File: config.mk
export PLATFORM = sky130hd
export DESIGN_NAME = fnd_scan
export DESIGN_NICKNAME = d
export VERILOG_FILES = /design/src/rtl/fnd_pkg.sv /design/src/rtl/fnd_tick.sv /design/src/rtl/fnd_scan.sv
export SDC_FILE = /design/constraint.sdc
export NUM_CORES = 1
export LEC_CHECK = 0
export CORE_ASPECT_RATIO = 0.9
export CORE_UTILIZATION = 55
export DETAILED_ROUTE_END_ITERATION = 10
export PLACE_DENSITY = 0.77
export SLEW_MARGIN = 15
export SYNTH_ARGS = -nofsm -noshare
export SYNTH_HDL_FRONTEND = slang
export SYNTH_SLANG_ARGS = --single-unit
File: constraint.sdc
create_clock -name clk -period 3.2 [get_ports clk]
set_input_delay 0.32 -clock clk [delete_from_list [all_inputs] [get_ports clk]]
set_output_delay 0.32 -clock clk [all_outputs]
set_load 0.03 [all_outputs]
File: src/rtl/fnd_pkg.sv
// Shared constants for the multiplexed 7-segment scanner.
// Holds the hex font and the nibble-to-segment helper used by fnd_scan.
// Segment byte layout: bit7=a, bit6=b ... bit1=g, bit0=dp (active-high).
package fnd_pkg;

   localparam int unsigned SEG_W = 8;
   localparam int unsigned NIB_W = 4;

   // Element k is the active-high pattern for hex digit k (0 at the LSB end).
   localparam logic [15:0][SEG_W-1:0] FONT = {
      8'h8E, 8'h9E, 8'h7A, 8'h9C,   // F E D C
      8'h3E, 8'hEE, 8'hE6, 8'hFE,   // B A 9 8
      8'hE0, 8'hBE, 8'hB6, 8'h66,   // 7 6 5 4
      8'hF2, 8'hDA, 8'h60, 8'hFC    // 3 2 1 0
   };

   // Font lookup with the decimal point merged into bit 0.
   function automatic logic [SEG_W-1:0] hex_to_seg(input logic [NIB_W-1:0] nib,
                                                   input logic             dp_on);
      return FONT[nib] | {{(SEG_W-1){1'b0}}, dp_on};
   endfunction

endpackage

File: src/rtl/fnd_tick.sv
// Slot timebase: free-running counter 0..TICK_DIV-1 with a terminal-count strobe.
// Ports:
//   clk, rst_n : system clock, async active-low reset
//   cnt        : current position inside the slot
//   tick       : high while cnt == TICK_DIV-1 (combinational)
module fnd_tick #(
   parameter  int unsigned CLK_HZ   = 100_000_000,
   parameter  int unsigned SCAN_HZ  = 720,
   localparam int unsigned TICK_DIV = CLK_HZ / SCAN_HZ,
   localparam int unsigned CNT_W    = (TICK_DIV > 1) ? $clog2(TICK_DIV) : 1
) (
   input  logic             clk,
   input  logic             rst_n,
   output logic [CNT_W-1:0] cnt,
   output logic             tick
);

   logic [CNT_W-1:0] r_cnt;

   assign tick = (r_cnt == CNT_W'(TICK_DIV - 1));
   assign cnt  = r_cnt;

   // Wrap on terminal count; an enable strobe, not a derived clock.
   always_ff @(posedge clk or negedge rst_n) begin
      if (!rst_n)    r_cnt <= '0;
      else if (tick) r_cnt <= '0;
      else           r_cnt <= r_cnt + CNT_W'(1);
   end

endmodule

File: src/rtl/fnd_scan.sv
// Multiplexed 7-segment display scanner with frame-synchronous update buffer.
// Ports:
//   clk, rst_n              : system clock, async active-low reset
//   value, dp, blank, lz_en : display content, captured through the load handshake
//   bright                  : live brightness level (on-window length per slot)
//   load_valid / load_ready : update handshake; one pending buffer, applied at frame end
//   frame_start             : one-cycle pulse in the first cycle of slot 0
//   SEG, DIGIT              : registered segment bus and active-low digit selects
module fnd_scan
   import fnd_pkg::*;
#(
   parameter int unsigned N_DIGITS       = 4,
   parameter int unsigned CLK_HZ         = 100_000_000,
   parameter int unsigned SCAN_HZ        = 720,
   parameter int unsigned BRIGHT_W       = 3,
   parameter int unsigned GUARD          = 2,
   parameter int unsigned SEG_ACTIVE_LOW = 0
) (
   input  logic                  clk,
   input  logic                  rst_n,
   input  logic [4*N_DIGITS-1:0] value,
   input  logic [N_DIGITS-1:0]   dp,
   input  logic [N_DIGITS-1:0]   blank,
   input  logic                  lz_en,
   input  logic [BRIGHT_W-1:0]   bright,
   input  logic                  load_valid,
   output logic                  load_ready,
   output logic                  frame_start,
   output logic [SEG_W-1:0]      SEG,
   output logic [N_DIGITS-1:0]   DIGIT
);

   localparam int unsigned TICK_DIV = CLK_HZ / SCAN_HZ;
   localparam int unsigned CNT_W    = (TICK_DIV > 1) ? $clog2(TICK_DIV) : 1;
   localparam int unsigned IDX_W    = (N_DIGITS > 1) ? $clog2(N_DIGITS) : 1;
   localparam logic [IDX_W-1:0] IDX_LAST = IDX_W'(N_DIGITS - 1);
   localparam logic [SEG_W-1:0] SEG_OFF  = (SEG_ACTIVE_LOW != 0) ? 8'hFF : 8'h00;

   logic [CNT_W-1:0]      w_cnt;
   logic                  w_tick;
   logic                  w_frame_end;
   logic [31:0]           w_cnt32;
   logic [31:0]           w_lim;
   logic [NIB_W-1:0]      w_nib;
   logic                  w_zero_run;
   logic [N_DIGITS-1:0]   w_supp;
   logic                  w_on;
   logic [SEG_W-1:0]      w_seg_nxt;
   logic [N_DIGITS-1:0]   w_digit_nxt;

   logic [IDX_W-1:0]      r_idx;
   logic                  r_frame_start;
   logic                  r_ready;
   logic [4*N_DIGITS-1:0] r_pd_value;
   logic [N_DIGITS-1:0]   r_pd_dp;
   logic [N_DIGITS-1:0]   r_pd_blank;
   logic                  r_pd_lz;
   logic [4*N_DIGITS-1:0] r_sh_value;
   logic [N_DIGITS-1:0]   r_sh_dp;
   logic [N_DIGITS-1:0]   r_sh_blank;
   logic                  r_sh_lz;
   logic [SEG_W-1:0]      r_seg;
   logic [N_DIGITS-1:0]   r_digit;

   fnd_tick #(
      .CLK_HZ  (CLK_HZ),
      .SCAN_HZ (SCAN_HZ)
   ) u_tick (
      .clk   (clk),
      .rst_n (rst_n),
      .cnt   (w_cnt),
      .tick  (w_tick)
   );

   assign w_frame_end = w_tick && (r_idx == IDX_LAST);

   // Slot index and frame-start pulse.
   always_ff @(posedge clk or negedge rst_n) begin
      if (!rst_n) begin
         r_idx         <= '0;
         r_frame_start <= 1'b0;
      end else begin
         r_frame_start <= w_frame_end;
         if (w_tick) r_idx <= (r_idx == IDX_LAST) ? '0 : r_idx + IDX_W'(1);
      end
   end

   // Pending buffer fills on handshake; it is only copied to the shadow at a
   // frame boundary so a frame is never drawn with mixed old/new content.
   always_ff @(posedge clk or negedge rst_n) begin
      if (!rst_n) begin
         r_ready    <= 1'b1;
         r_pd_value <= '0;
         r_pd_dp    <= '0;
         r_pd_blank <= '0;
         r_pd_lz    <= 1'b0;
         r_sh_value <= '0;
         r_sh_dp    <= '0;
         r_sh_blank <= '0;
         r_sh_lz    <= 1'b0;
      end else if (r_ready) begin
         if (load_valid) begin
            r_pd_value <= value;
            r_pd_dp    <= dp;
            r_pd_blank <= blank;
            r_pd_lz    <= lz_en;
            r_ready    <= 1'b0;
         end
      end else if (w_frame_end) begin
         r_sh_value <= r_pd_value;
         r_sh_dp    <= r_pd_dp;
         r_sh_blank <= r_pd_blank;
         r_sh_lz    <= r_pd_lz;
         r_ready    <= 1'b1;
      end
   end

   // Leading-zero mask: scan from the leftmost digit, stop at first non-zero.
   always_comb begin
      w_zero_run = 1'b1;
      w_supp     = '0;
      for (int i = N_DIGITS - 1; i > 0; i--) begin
         if (r_sh_value[4*i +: 4] != 4'h0) w_zero_run = 1'b0;
         w_supp[i] = r_sh_lz & w_zero_run;
      end
   end

   // On-window: guard blanking at slot start, brightness sets the end point.
   always_comb begin
      w_cnt32     = 32'(w_cnt);
      w_lim       = ((32'(bright) + 32'd1) * TICK_DIV) >> BRIGHT_W;
      w_nib       = r_sh_value[4*r_idx +: 4];
      w_on        = (w_cnt32 >= GUARD) && (w_cnt32 < w_lim) &&
                    !r_sh_blank[r_idx] && !w_supp[r_idx];
      w_seg_nxt   = SEG_OFF;
      w_digit_nxt = '1;
      if (w_on) begin
         w_seg_nxt   = hex_to_seg(w_nib, r_sh_dp[r_idx]) ^ SEG_OFF;
         w_digit_nxt = ~(N_DIGITS'(1) << r_idx);
      end
   end

   // Output register.
   always_ff @(posedge clk or negedge rst_n) begin
      if (!rst_n) begin
         r_seg   <= SEG_OFF;
         r_digit <= '1;
      end else begin
         r_seg   <= w_seg_nxt;
         r_digit <= w_digit_nxt;
      end
   end

   assign SEG         = r_seg;
   assign DIGIT       = r_digit;
   assign load_ready  = r_ready;
   assign frame_start = r_frame_start;

endmodule

==> impl.org, run 1 <==
** Critical path
- Kind of start point of the critical path :: primary input
- The endpoint identified for the worst register-to-register timing path is DIGIT[2].
- The worst setup path is captured at a register.
- The worst register-to-register path has a depth of 7.
- Launching point of the worst reg2reg path :: r_idx[0]
- STA puts the critical path data required time at 3.50 ns.
- Data on the critical path arrives at its endpoint at 4.30 ns.
- For flop-to-flop paths, the worst setup slack is 0.69 ns.
- CP max FO :: 7
- By startpoint and endpoint, the worst setup path is classified as primary input to register.

** Detailed routing
- For this run, design rule violations remaining after detail routing come to 0.
- Residual antenna-violating net count after detailed routing :: 0
- Routed wire per std cell :: 17.0 um
- In the routed layout, each cell is associated on average with a via count of 5.61.
- Post-Route WL :: 10.1 mm
- Drt first pass iters :: 5
- In this run, the number of DRC markers left after iteration 0 of detailed routing was 273.
- Summing over every cut layer, the via total after detailed routing is 3,353.

** Floorplan
- Placement Rows :: 31
- Top-Level Pins :: 45
- Once the floorplan was initialized, standard cells occupied 57.4% of the core.
- In this run the standard cell core region covers 0.00815 sq mm.
- Die Ht :: 89.5 um
- The die is 99.2 um wide.
- The floorplan step defined a die boundary enclosing 0.00887 sq mm.

** Global routing
- The initial antenna violation count came to 0.
- Summed over all layers, the global routing overflow is 0.
- Vias in the first global route :: 3,361
- The first global-routing pass estimated 16.5 mm of wire.
- Largest net degree at the start of global routing :: 85
- Global routing consumed, over all layers together, 24.5% of the routing resources.

** STA
- The number of pins exceeding their max-slew limit in the final report is 0.
- In this run the tightest slew margin relative to its limit is 32.4%.
- Adding up every negative setup slack in the final design gives -8.96 ns.
- Setup violations remaining at the end of the flow were counted as 12.
- The smallest clock period supported by the final layout is computed as 4.00 ns.
- Setup repair after global routing could not meet its margin everywhere.
- Worst Tran Pin Value :: 1.01 ns
- Highest achievable clock rate :: 250 MHz
- Clock Skew :: 0.00573 ns
- Hold Fails Final Rpt :: 0
- Of the available clock period, the critical path in the final layout requires 125%.
- After layout, the worst setup slack is -0.799 ns.

** Placed design
- Buffers placed on the I/O ports in this run total 44.
- Cell area after placement :: 0.00546 sq mm
- Worst-case setup slack after placement :: -1.55 ns
- At the end of routability-driven placement, the weighted congestion stood at 0.932.
- Inst Count DP :: 564
- Detailed placement finished with a half-perimeter wire length of 7.02 mm.

** Logic synthesis
- The netlist uses 43 different library cells.
- Average size of a mapped cell :: 11.7 sq um
- After synthesis, the share of cell area in mux cells is 16.0%.
- Count of flip-flops with a built-in enable after synthesis :: 0
- In the post-synthesis netlist, the biggest area contributors are sky130_fd_sc_hd__dfrtp_1 42%, sky130_fd_sc_hd__ha_1 12%, sky130_fd_sc_hd__mux2_2 7.7%.
- Main combinational cell family by area after synthesis :: multiplexers
- The synthesized netlist devotes 6.72% of its cell area to compound gates.
- Fraction of the mapped netlist area in simple logic gates :: 10.5%
- Synthesis produced a netlist with a net count of 480.
- sky130_fd_sc_hd__dfrtp_1 takes more of the synthesized area than any other cell.
- The synthesized netlist occupies a cell area of 0.00467 sq mm.
- Share of flip-flops with an asynchronous set or reset :: 100%
- Synthesis-stage register bit count :: 84
- Flip-flop cell with the highest count after synthesis :: sky130_fd_sc_hd__dfrtp_1
- Sequential-to-total area share from yosys stat :: 45.1%
- Cells after Synth :: 400
- Post-synth top area share :: 42.3%
- Post-Synth Adder-Cell Area :: 13.9%
- Total number of yosys warnings :: 0
- After Yosys synthesis, XOR and XNOR cells account for 4.50% of the synthesized area.

** CTS
- Buffer levels on the longest clock path :: 2
- Clock-pin slew was measured on the worst setup and hold paths at 0.09 ns.
- Buffer cell driving the clock tree root :: sky130_fd_sc_hd__clkbuf_8
- Clk sink count :: 84
- For the worst-skew pair, the clock arrives at the later sink with an insertion delay of 0.36 ns.
- TritonCTS built the clock tree.
- Number of buffers added to fix hold violations after cts :: 0
- TritonCTS created 9 clock buffers.
- The H-tree was split into 3 levels.

** Worst hold path
- The min-delay analysis places its worst path in the category primary input to asynchronous set/reset pin.

** Power and ir drop
- Cell area power density :: 388 mW/mm^2
- Leak pwr :: 2.90 nW
- Across the VDD grid, the largest voltage drop is 269 uV.

** Job
- Maximum Capacitance Violations :: 0

** Finish
- Summing all non-filler instances in the final layout gives an area of 0.00592 sq mm.
- After filler insertion, the fill cell instance count of the layout stands at 566.
- Inserted Diodes :: 0
- Compared with the post-synthesis result, the final layout area differs by 26.7%.
- Net total in the final layout :: 574
- Final design utilization :: 72.7%
- Of the cells placed in the final design, the portion with a size suffix greater than 1 is 27.9%.
- Excluding fillers, the count of instances in the completed layout stands at 598.

** Status
- Violations in the final reports :: negative setup slack
- Outcome :: finished with violations
[cells in the final DEF (no fill, tap or decap), drive strengths merged, types with 6 or more instances in the layout]
| cell | count |
|---|---|
| xnor2 | 16 |
| o211ai | 6 |
| dfrtp | 79 |
| mux2i | 7 |
| clkbuf | 10 |
| ha | 44 |
| a21oi | 14 |
| mux2 | 52 |
| nor3 | 6 |
| nor4 | 8 |
| nor2 | 23 |
| clkdlybuf4s50 | 40 |
| inv | 26 |
| nand2b | 7 |
| o21ai | 9 |
| buf | 53 |
| xor2 | 8 |
| nand3 | 18 |
| nand2 | 21 |
[metrics by stage]
stage,hold WS [ns],power [mW]
floorplan,0.0244,1.27
global placement,0.464,1.44
detailed placement,0.471,1.45
CTS,0.162,2.25
global route,0.207,2.41
finish,0.116,2.30
[report_power, final]
group	total, mW	switching, mW	leakage (nW)	internal (mW)
logic	0.461	0.213	1.69	0.248
registers	1.06	0.0000876	1.11	1.06
clock network	0.775	0.404	0.0992	0.371
[worst max-delay path, stage by stage]
cell and delay, ns:
sky130_fd_sc_hd__buf_8 0.10, sky130_fd_sc_hd__ha_4 0.16, sky130_fd_sc_hd__xor2_4 0.15, sky130_fd_sc_hd__buf_4 0.15, sky130_fd_sc_hd__ha_4 0.25, sky130_fd_sc_hd__inv_2 0.04
sky130_fd_sc_hd__fa_1 0.57, sky130_fd_sc_hd__inv_2 0.07, sky130_fd_sc_hd__ha_4 0.23, sky130_fd_sc_hd__a21oi_2 0.17, sky130_fd_sc_hd__o21ai_2 0.09, sky130_fd_sc_hd__o21bai_2 0.18
sky130_fd_sc_hd__a31oi_2 0.12, sky130_fd_sc_hd__xnor2_1 0.22, sky130_fd_sc_hd__ha_1 0.28, sky130_fd_sc_hd__a21o_1 0.17, sky130_fd_sc_hd__a211o_1 0.27, sky130_fd_sc_hd__nor4_2 0.18
sky130_fd_sc_hd__a32oi_1 0.11, sky130_fd_sc_hd__buf_4 0.18, sky130_fd_sc_hd__buf_6 0.13, sky130_fd_sc_hd__nand2b_4 0.13
[flip-flops by register name (all words and copies together), names as in the netlist]
signal,cells
r_sh_value,16
r_pd_value,16
r_idx,2
frame_start,1
r_sh_blank,4
SEG,8
DIGIT,4
r_pd_dp,4
r_pd_blank,4
load_ready,1
u_tick.cnt,18
r_sh_lz,1
r_sh_dp,4
r_pd_lz,1
[cell families after synthesis]
group / Yosys count
xor gates and xnor gates: 24
muxes: 63
and+or+nand+nor: 98
AOI/OAI and AO/OA: 49
adders and majority gates: 49
DFF: 84
buffers and inverters: 33
[how the worst max path moves through the flow]
stage / start / end / slack (ns) / cells after the start
2_1_floorplan: bright[1] / SEG[3] / -0.78 / 19
3_3_place_gp: bright[1] / SEG[3] / -1.46 / 20
3_5_place_dp: bright[0] / SEG[3] / -1.55 / 21
4_1_cts: bright[0] / DIGIT[2] / -0.78 / 21
5_1_grt: bright[0] / DIGIT[2] / -0.93 / 22
6_report: bright[0] / DIGIT[2] / -0.80 / 22
[what timing repair did]
action                                  CTS  global route
hold endpoints to repair                  0             0
endpoints found under the setup margin   12            12
gates resized for setup                  29            14
pin swaps                                17            26
setup buffers                            12             6
[cells in the mapped netlist, drive strengths merged, types with 6 or more instances]
cell type  count
buf            6
nand3         18
nand2b         7
nor4           8
nor2          23
o21ai          9
mux2i          7
nor3           6
nand2         21
mux2          52
a21oi         14
inv           23
ha            44
xor2           8
o211ai         6
xnor2         16
dfrtp         79
[layer usage]
layer  GRT usage (%)  vias up  routed length (um)
li1                -     1603                   -
met1            30.9     1644                4550
met2            42.3       92                5040
met3            5.94       14                 412
met4            7.62        0                 150
met5               0        -                   0
[cell type report]
cell class                      count  area (sq um)  area share [%]
Sequential cell                    84          2110            35.6
Multi-Input combinational cell    283          2580            43.6
Tap cell                           99           124            2.09
Inverter                           23          86.3            1.46
Clock buffer                       10           128            2.16
Timing Repair Buffer               93           822            13.9
Clock inverter                      6          71.3            1.20
Power figures use the tool's default switching activity.
==> inputs of run 2 (changes only) <==
--- a/config.mk
+++ b/config.mk
@@ -5,7 +5,7 @@
 export SDC_FILE = /design/constraint.sdc
 export NUM_CORES = 1
 export LEC_CHECK = 0
-export CORE_ASPECT_RATIO = 0.9
+export ABC_CLOCK_PERIOD_IN_PS = 3200
 export CORE_UTILIZATION = 55
 export DETAILED_ROUTE_END_ITERATION = 10
 export PLACE_DENSITY = 0.77
==> run 2 against run 1 <==
Net effect: the run still ends with negative setup slack left; sequential cell count did not move; clock power decreased by 8.8%; critical path type unchanged; largest power group unchanged; total power fell by 5.4%; largest cell class unchanged; final cell count is 1.0% lower; critical endpoint is now SEG[0]; first-iteration DRC count decreased by 39%.
==> impl.org, run 2 (synthesis gave the netlist of run 1 again) <==
** Detailed routing
- Post-Route WL :: 9.36 mm (was 10.1 mm)
- The number of nets still failing antenna checks after routing is 0 (unchanged).
- The average vias per placed instance is 5.64 (was 5.61).
- The number of remaining DRC errors is 0 (unchanged).
- The initial detailed-routing violation count came to 167 (was 273).
- The total number of vias came to 3,336 (was 3,353).
- The final routed wire length divided by cell count is 15.8 um (was 17.0 um).
- The first-pass iteration count of the detailed router is 4 (was 5).

** CTS
- The root buffer cell is sky130_fd_sc_hd__clkbuf_8 (unchanged).
- The number of H-tree branching levels was 3 (unchanged).
- The number of buffers on the longest clock path came to 2 (unchanged).
- Num CTS Buffers :: 9 (unchanged)
- Number of buffers added to fix hold violations after cts :: 0 (unchanged)
- Clk sink count :: 84 (unchanged)
- Clock insertion delay at the later pin of the skew report :: 0.35 ns (was 0.36 ns)
- Clock tree from TritonCTS :: done (unchanged)
- The clock input transition at the sequential cells of the worst setup and hold paths is 0.08 ns (was 0.09 ns).

** Power and ir drop
- Post-route total power :: 2.17 mW (was 2.30 mW)
- The worst IR drop on VDD was 308 uV (was 269 uV).
- Leak pwr :: 2.84 nW (was 2.90 nW)
- The total power per unit cell area is 373 mW/mm^2 (was 388 mW/mm^2).

** STA
- The smallest setup slack after layout is -0.698 ns (was -0.799 ns).
- The portion of the clock cycle consumed by the worst path in the final layout was 122% (was 125%).
- The post-route minimum period is 3.90 ns (was 4.00 ns).
- The number of failing hold endpoints at the final stage is 0 (unchanged).
- Highest achievable clock rate :: 257 MHz (was 250 MHz)
- The pin slew with the least headroom to its limit was 1.02 ns (was 1.01 ns).
- Clock Skew :: 0.0101 ns (was 0.00573 ns)
- Final max-slew violation count :: 0 (unchanged)
- Hold Worst Slack :: 0.128 ns (was 0.116 ns)
- Final setup violating endpoints :: 12 (unchanged)
- Unrepaired setup endpoints after global routing :: true (unchanged)
- Rel. slew slack :: 32.1% (was 32.4%)

** Worst hold path
- Worst hold path class :: primary input to asynchronous set/reset pin (unchanged)

** Critical path
- The kind of end point of the critical path is a register (unchanged).
- Kind of start point of the critical path :: primary input (unchanged)
- Kind of critical path :: primary input to register (unchanged)
- The path depth of the worst reg2reg path was 7 (unchanged).
- Setup slack of the most critical reg-to-reg path :: 0.77 ns (was 0.69 ns)
- CP max FO :: 3 (was 7)
- Arr. time, crit path :: 4.17 ns (was 4.30 ns)
- Worst EP required :: 3.48 ns (was 3.50 ns)

** Finish
- Flip-flop count of the largest register after layout :: 18 (unchanged)
- The number of antenna cells inserted was 0 (unchanged).
- The layout-stage area growth over the synthesis result came to 24.6% (was 26.7%).
- Post-layout instance area :: 0.00582 sq mm (was 0.00592 sq mm)
- Leading cell type in the layout, fill and taps excluded :: sky130_fd_sc_hd__dfrtp_1 (unchanged)
- The net count of the finished layout was 562 (was 574).
- Commonest cells after routing, fill and taps aside :: 79 x sky130_fd_sc_hd__dfrtp_1, 40 x sky130_fd_sc_hd__clkdlybuf4s50_1, 38 x sky130_fd_sc_hd__ha_1 (was 79 x sky130_fd_sc_hd__dfrtp_1, 47 x sky130_fd_sc_hd__buf_4, 40 x sky130_fd_sc_hd__clkdlybuf4s50_1)
- Proportion of layout cells with a drive suffix above 1 :: 26.1% (was 27.9%)

** Placed design
- Final weighted congestion in routability-driven placement :: 0.932 (about the same)
- The placed instance area is 0.00546 sq mm (unchanged).
- Dpl hpwl :: 6.80 mm (was 7.02 mm)
- The number of buffers inserted by port buffering came to 44 (unchanged).

** Floorplan
- The count of standard-cell rows is 33 (was 31).
- Initial Util :: 56.9% (was 57.4%)
- The area enclosed by the die boundary is 0.00887 sq mm (about the same).
- Top-Level Pins :: 45 (unchanged)
- The core area was 0.00822 sq mm (was 0.00815 sq mm).
- The vertical extent of the die was 94.2 um (was 89.5 um).
- Horizontal die dimension :: 94.2 um (was 99.2 um)

** Global routing
- Largest net degree at the start of global routing :: 85 (unchanged)
- Antenna violations before repair :: 0 (unchanged)
- Global-route wire length before repair :: 15.9 mm (was 16.5 mm)
- The via count of the first global-routing pass was 3,393 (was 3,361).
- The aggregate global-route resource usage is 23.2% (was 24.5%).
- Total gr overflow :: 0 (unchanged)

** Status
- Violations in the final reports: negative setup slack (unchanged).
- Outcome: finished with violations (unchanged).

** Job
- Maximum Capacitance Violations :: 0 (unchanged)
-- run 2: cell count changes in the layout (fill, tap and decap cells not counted), moves of 2 or more --
cell and change:
sky130_fd_sc_hd__nor3_1 +2, sky130_fd_sc_hd__buf_4 -11, sky130_fd_sc_hd__clkinv_4 +2, sky130_fd_sc_hd__clkbuf_8 +2
-- run 2: critical path: stages --
cell	delay, ns
sky130_fd_sc_hd__buf_8	0.10
sky130_fd_sc_hd__ha_4	0.17
sky130_fd_sc_hd__xor2_4	0.21
sky130_fd_sc_hd__inv_2	0.06
sky130_fd_sc_hd__fa_1	0.48
sky130_fd_sc_hd__fa_1	0.52
sky130_fd_sc_hd__inv_2	0.05
sky130_fd_sc_hd__ha_4	0.27
sky130_fd_sc_hd__nand2_2	0.04
sky130_fd_sc_hd__o21ai_2	0.11
sky130_fd_sc_hd__o21bai_1	0.11
sky130_fd_sc_hd__a31oi_2	0.19
sky130_fd_sc_hd__xnor2_1	0.15
sky130_fd_sc_hd__ha_1	0.28
sky130_fd_sc_hd__a21o_1	0.18
sky130_fd_sc_hd__a211o_1	0.29
sky130_fd_sc_hd__nor4_4	0.16
sky130_fd_sc_hd__a32oi_2	0.09
sky130_fd_sc_hd__buf_4	0.16
sky130_fd_sc_hd__buf_6	0.12
sky130_fd_sc_hd__nor2b_4	0.11
-- run 2: per-stage QoR --
stage | TNS (ns) | util [%] | std cells | setup WS (ns)
after floorplan | -8.21 | - | 400 | -0.781
after global placement | -16.75 | 66.5 | 569 | -1.46
after detailed placement | -17.69 | 66.5 | 569 | -1.56
after CTS | -9.76 | 69.9 | 590 | -0.899
after global routing | -9.88 | 70.9 | 592 | -0.866
final | -7.84 | 70.9 | 592 | -0.698
-- run 2: timing repair --
item                       4_1_cts  5_1_grt
setup endpoints to repair       12       12
pin swaps                       18       28
gates cloned                     1        0
resized for setup               28       13
setup buffers                    5        2
-- run 2: final timing paths --
path | startpoint | to
worst min register to register | r_pd_blank[2] | r_sh_blank[2]
worst max register to register | u_tick.cnt[1] | r_sh_value[11]
min in group clk | r_pd_blank[2] | r_sh_blank[2]
max in group asynchronous | rst_n | u_tick.cnt[3]
worst min-delay path | rst_n | SEG[2]
worst max-delay path | bright[1] | SEG[0]
-- run 2: power by group --
part,total (mW),internal (mW),switching [mW]
combinational,0.405,0.210,0.195
clock,0.707,0.329,0.378
sequential,1.06,1.06,0.0000933
-- run 2: layout make-up --
class / instances / area (sq um)
clock buffer: 12 / 155
clock inverter: 4 / 31.3
fill: 584 / 2390
inverter: 23 / 86.3
multi-input combinational: 283 / 2580
sequential: 84 / 2110
tap: 105 / 131
timing repair buffer: 81 / 734
-- run 2: layer usage --
| layer | up-vias | part of all wire (%) | global-route usage, % |
|---|---|---|---|
| li1 | 1580 | - | - |
| met1 | 1651 | 44 | 30.9 |
| met2 | 87 | 50 | 38.7 |
| met3 | 18 | 4.1 | 4.21 |
| met4 | 0 | 1.6 | 6.28 |
| met5 | - | 0 | 0 |
